--- src/rtl/recep_interpreter.sv ---
// recep_interpreter: PS/2 scan-code interpreter feeding BCD temperature entry, status flags and a global reset pulse
module recep_interpreter (
    input  logic       CLK,
    input  logic       RESET,
    input  logic       flag,
    input  logic [7:0] DATO,
    output logic [7:0] STtemp1,
    output logic [7:0] STtemp2,
    output logic       STPeligro,
    output logic       STAlerta,
    output logic       STGas,
    output logic       Greset
);
    localparam logic [7:0] K_BREAK = 8'hF0;
    localparam logic [7:0] K_EXT   = 8'hE0;
    localparam logic [7:0] K_H     = 8'h33;
    localparam logic [7:0] K_Y     = 8'h35;
    localparam logic [7:0] K_ENTER = 8'h5A;
    localparam logic [7:0] K_A     = 8'h1C;
    localparam logic [7:0] K_P     = 8'h4D;
    localparam logic [7:0] K_G     = 8'h34;
    localparam logic [7:0] K_R     = 8'h2D;

    logic       flag_d;
    logic       brk;
    logic       sel;
    logic [7:0] buffer;
    logic       accept;
    logic       is_digit;
    logic [3:0] digit;

    assign accept = flag & ~flag_d;

    always_comb begin
        is_digit = 1'b1;
        digit    = 4'd0;
        case (DATO)
            8'h45: digit = 4'd0;
            8'h16: digit = 4'd1;
            8'h1E: digit = 4'd2;
            8'h26: digit = 4'd3;
            8'h25: digit = 4'd4;
            8'h2E: digit = 4'd5;
            8'h36: digit = 4'd6;
            8'h3D: digit = 4'd7;
            8'h3E: digit = 4'd8;
            8'h46: digit = 4'd9;
            default: is_digit = 1'b0;
        endcase
    end

    // The byte after F0 is the release code of a key already handled on make
    always_ff @(posedge CLK) begin
        if (RESET) begin
            flag_d    <= 1'b1;
            brk       <= 1'b0;
            sel       <= 1'b0;
            buffer    <= 8'h00;
            STtemp1   <= 8'h00;
            STtemp2   <= 8'h00;
            STPeligro <= 1'b0;
            STAlerta  <= 1'b0;
            STGas     <= 1'b0;
            Greset    <= 1'b0;
        end else begin
            flag_d <= flag;
            Greset <= 1'b0;
            if (accept) begin
                if (brk)
                    brk <= 1'b0;
                else if (DATO == K_BREAK)
                    brk <= 1'b1;
                else if (is_digit)
                    buffer <= {buffer[3:0], digit};
                else if (DATO == K_H)
                    sel <= 1'b0;
                else if (DATO == K_Y)
                    sel <= 1'b1;
                else if (DATO == K_ENTER) begin
                    if (sel)
                        STtemp2 <= buffer;
                    else
                        STtemp1 <= buffer;
                    buffer <= 8'h00;
                end else if (DATO == K_A)
                    STAlerta <= ~STAlerta;
                else if (DATO == K_P)
                    STPeligro <= ~STPeligro;
                else if (DATO == K_G)
                    STGas <= ~STGas;
                else if (DATO == K_R) begin
                    Greset    <= 1'b1;
                    STAlerta  <= 1'b0;
                    STPeligro <= 1'b0;
                    STGas     <= 1'b0;
                    buffer    <= 8'h00;
                end
            end
        end
    end
endmodule

--- config.mk ---
export PLATFORM = sky130hd
export DESIGN_NAME = recep_interpreter
export DESIGN_NICKNAME = d
export VERILOG_FILES = /design/src/rtl/recep_interpreter.sv
export SDC_FILE = /design/constraint.sdc
export NUM_CORES = 1
export LEC_CHECK = 0
export BUFFER_PORTS_ARGS = -buffer_cell sky130_fd_sc_hd__buf_2
export CAP_MARGIN = 30
export CORE_UTILIZATION = 49
export DETAILED_ROUTE_END_ITERATION = 16
export HOLD_SLACK_MARGIN = 0.1
export PLACE_DENSITY = 0.76
export SYNTH_ARGS = -nofsm -noshare
export SYNTH_HDL_FRONTEND = slang
export SYNTH_SLANG_ARGS = --single-unit
--- constraint.sdc ---
create_clock -name CLK -period 1.7 [get_ports CLK]
set_input_delay 0.085 -clock CLK [delete_from_list [all_inputs] [get_ports CLK]]
set_output_delay 0.085 -clock CLK [all_outputs]
set_load 0.01 [all_outputs]
==> reports/summary.md <==
For the max-slew violation total from the final report, the log shows 0. The routed design could run at a clock period as short as 1.61 ns. The path class of the tightest hold or removal check is in2reg. Counting cells, the worst reg-to-reg path comes to 5. After detailed routing, the number of remaining DRC violations is 0. Data on the critical path is required at its endpoint by 1.91 ns.

The core region is 3150 sq um. For the floorplan die area, the log shows 3680 sq um. The run gives 0 as the total setup violations reported at the end of the flow.

The number of vias per cell was 5.44. Share of total power in the clock network: 40.4%. The overall die height is 60.6 microns, and the worst-skew pair later-pin latency is 0.34 ns.

The worst slew margin relative to its limit was 47.4%; the top fanout value on the critical path was 8. The congestion estimate from routability-driven global placement came to 0.807. The cell area power density was 678 nW/um^2. The reg2reg setup slack came out at 0.09 ns. The logs give 0.159 ns for the worst hold margin and 2 for the maximum clock path buffer count. For the final database, setup skew stands at 0.0186 ns. The die extent in x is 60.6 microns. STA classifies the critical path startpoint as a register.

After layout, the worst path uses 95.0% of the clock period. The async set-or-reset flop fraction in the synthesized netlist was 0%. In this run the power spent charging and discharging nets is 0.355 mW. The sum of overflow across all layers after global routing is 0. The master cell of the clock root buffer was sky130_fd_sc_hd__clkbuf_4. The average size of a mapped cell came out at 8.64 sq um. The number of cells on the worst hold path is 4. The tools report the final antenna diode count as 0. Setup repair after global routing left no endpoint under its margin. For this run, the leading register cell type out of synthesis is sky130_fd_sc_hd__dfxtp_1. Synthesis produced a netlist with a net count of 206. The mapped netlist covers 1690 sq um. The Yosys step of the flow raised 0 warnings.

The number of flops mapped to enable cells by yosys was 0. The tools report the kind of capture point of the worst setup path as a register. Most common cell after layout, fill and taps aside: sky130_fd_sc_hd__dfxtp_1. The synthesized netlist contains 43 unique library cells. The share of power burned in registers was 48.3%; the endpoint arrival time on the critical path was 1.82 ns.

Counting flops and latches in the post-synthesis netlist gives 31. The first detailed-routing pass took 4 iterations. For this design the top-level I/O count stands at 31. The library cells used most frequently in the layout, excluding fill and tap cells, are sky130_fd_sc_hd__dfxtp_1, sky130_fd_sc_hd__buf_2, sky130_fd_sc_hd__buf_4. The final core utilization came out at 70.8%.

In this run the critical register-to-register path is launched from brk. Cell internal power was estimated by the tool at 1.16 mW. The number of clock buffers added by TritonCTS is 5. The endpoint of the worst hold path was brk. The first global-routing pass estimated 6670 microns of wire.

The number of setup buffers added after CTS is 0. The run gives 1537 as the number of global-route vias before repair. Worst setup slack before clock tree synthesis: -0.301 ns. The static leakage was 0.918 nW; the max-capacitance violation count was 0. The startpoint identified for the worst hold timing path is flag.

Fill cells in the final layout number 269. Detailed routing inserted a total of 1609 vias. Growth of design area from synthesis to finish: 32.4%. The initialized floorplan defines 20 standard-cell rows.

The number of clock sinks came out at 31. TritonCTS built the clock tree. The H-tree was split into 2 levels. The run finished with clean final reports. The transition time at the pin with the least slew margin was 0.779 ns.

The post-route netlist has 32.9% of its cells at a drive strength greater than 1. The tools report the pin count of the biggest net entering global routing as 34. Wires add up to 4050 microns. Half-perimeter wire length after placement: 2950 microns. Port buffering added 30 buffers. Summing the sequential cell areas from Yosys gives 36.8% of the chip area. Synthesis handed over a netlist of 195 instances. After detailed routing, the average wire length per cell comes to 13.7 microns. Classification of the worst setup path: reg2reg. After clock tree synthesis, the clock-pin slew on the worst setup and hold paths is 0.10 ns. For this configuration, the core starts out at a cell density of 53.5%.

The logs give 24.4% for the overall track demand over capacity in global routing and 0 for the number of antenna violations at the first check in global routing. The count of endpoints failing hold in the final timing report was 0. The maximum ir drop on the vdd rail came out at 0.668 mV.

The tools report the highest clock frequency the design can meet as 0.619 GHz. The switching fraction of total power works out to 23.5%. The worst setup slack after layout was 0.0852 ns.

The worst register-to-register path ends at STtemp2[5]. Count of routing violations after the opening detailed-route iteration: 68. Of the total power, combinational logic draws 11.3%. In the final design database the tool counted 262 nets. In this run the remaining antenna-violating nets after routing total 0.
metrics by stage:
step | area (sq um) | cells | total power [mW] | TNS (ns)
4_1_cts | 2220 | 296 | 1.51 | 0
5_1_grt | 2230 | 296 | 1.56 | 0
3_5_place_dp | 2120 | 287 | 0.912 | -4.52
2_1_floorplan | 1710 | 195 | 0.836 | -0.851
6_report | 2230 | 296 | 1.51 | 0
3_3_place_gp | 2120 | 287 | 0.910 | -3.89
critical path, cell delays in order, from the launching register on:
cell and delay (ns):
sky130_fd_sc_hd__dfxtp_1 0.34, sky130_fd_sc_hd__or3_4 0.41, sky130_fd_sc_hd__or3_1 0.37, sky130_fd_sc_hd__buf_6 0.16, sky130_fd_sc_hd__mux2i_1 0.15, sky130_fd_sc_hd__nor2_1 0.05
power groups by stage:
stage	sequential (mW)	combinational (mW)	clock (mW)
final	0.731	0.171	0.611
after floorplan	0.747	0.0895	0
after global routing	0.731	0.186	0.646
after detailed placement	0.747	0.165	0
after CTS	0.731	0.167	0.614
after global placement	0.747	0.162	0
Yosys cell counts, drive strengths merged, types with 2 or more instances:
cell / instances / share of area [%]
xnor2: 2 / 1.0
nand2: 13 / 2.9
nand3b: 3 / 1.3
a41oi: 5 / 2.6
nand3: 11 / 3.3
mux2i: 17 / 10
nor2: 27 / 6.0
inv: 3 / 0.67
and3b: 2 / 1.0
a21oi: 11 / 3.3
and2: 2 / 0.74
and4b: 2 / 1.2
or2: 2 / 0.74
o21ai: 6 / 1.8
nand2b: 2 / 0.74
buf: 6 / 2.5
or3: 4 / 1.5
clkbuf: 8 / 1.8
nor4: 2 / 0.74
nor3: 4 / 1.9
nor3b: 3 / 1.3
mux2: 2 / 1.3
nor4b: 4 / 2.8
nand4b: 2 / 1.0
dfxtp: 31 / 37
nor4bb: 3 / 1.8
nor2b: 3 / 1.1
nand4: 3 / 1.1
logic make-up (layout without fill, tap and decap cells):
| logic type | count (synthesis) | in the layout | synth area share [%] |
|---|---|---|---|
| compound gates | 31 | 31 | 12.7 |
| xor+xnor | 2 | 2 | 1.04 |
| buf+inv | 17 | 74 | 4.97 |
| flops | 31 | 31 | 36.8 |
| mux | 19 | 19 | 11.4 |
| simple gates | 95 | 95 | 33.0 |
metal layers:
layer  global-route usage [%]  up-vias  share of wire, %
met5                        0        -                 0
met4                     8.44        0              0.79
met3                     5.33        4               3.9
met2                     40.2       31                49
met1                     31.6      749                47
li1                         -      825                 -
repair_timing:
item                                    CTS  global route
endpoints found under the setup margin    0             8
gates resized for setup                   0             3
hold buffers                              1             0
endpoints found under the hold margin     1             0
worst max path at each step:
| stage | from | endpoint | slack [ns] |
|---|---|---|---|
| 6_report | brk | STtemp2[5] | 0.09 |
| 5_1_grt | brk | STtemp2[3] | 0.004 |
| 4_1_cts | brk | STtemp2[7] | 0.02 |
| 3_5_place_dp | DATO[0] | STtemp2[7] | -0.30 |
| 3_3_place_gp | DATO[0] | STtemp2[0] | -0.26 |
| 2_1_floorplan | DATO[7] | STtemp2[0] | -0.07 |
sequential cells by signal, indices dropped and copies added, names as in the netlist:
| name | cells |
|---|---|
| sel | 1 |
| STtemp1 | 8 |
| STGas | 1 |
| buffer | 8 |
| STAlerta | 1 |
| Greset | 1 |
| flag_d | 1 |
| STtemp2 | 8 |
| brk | 1 |
| STPeligro | 1 |
final cells by class:
cell class	instances	area (sq um)	share of cell area, %
clock buffer	6	51.3	2.30
clock inverter	2	35.0	1.57
inverter	3	11.3	0.505
multi-input combinational	147	1020	45.5
sequential	31	621	27.8
tap	44	55.1	2.47
timing repair buffer	63	442	19.8
(Power assumes the default switching activity.)
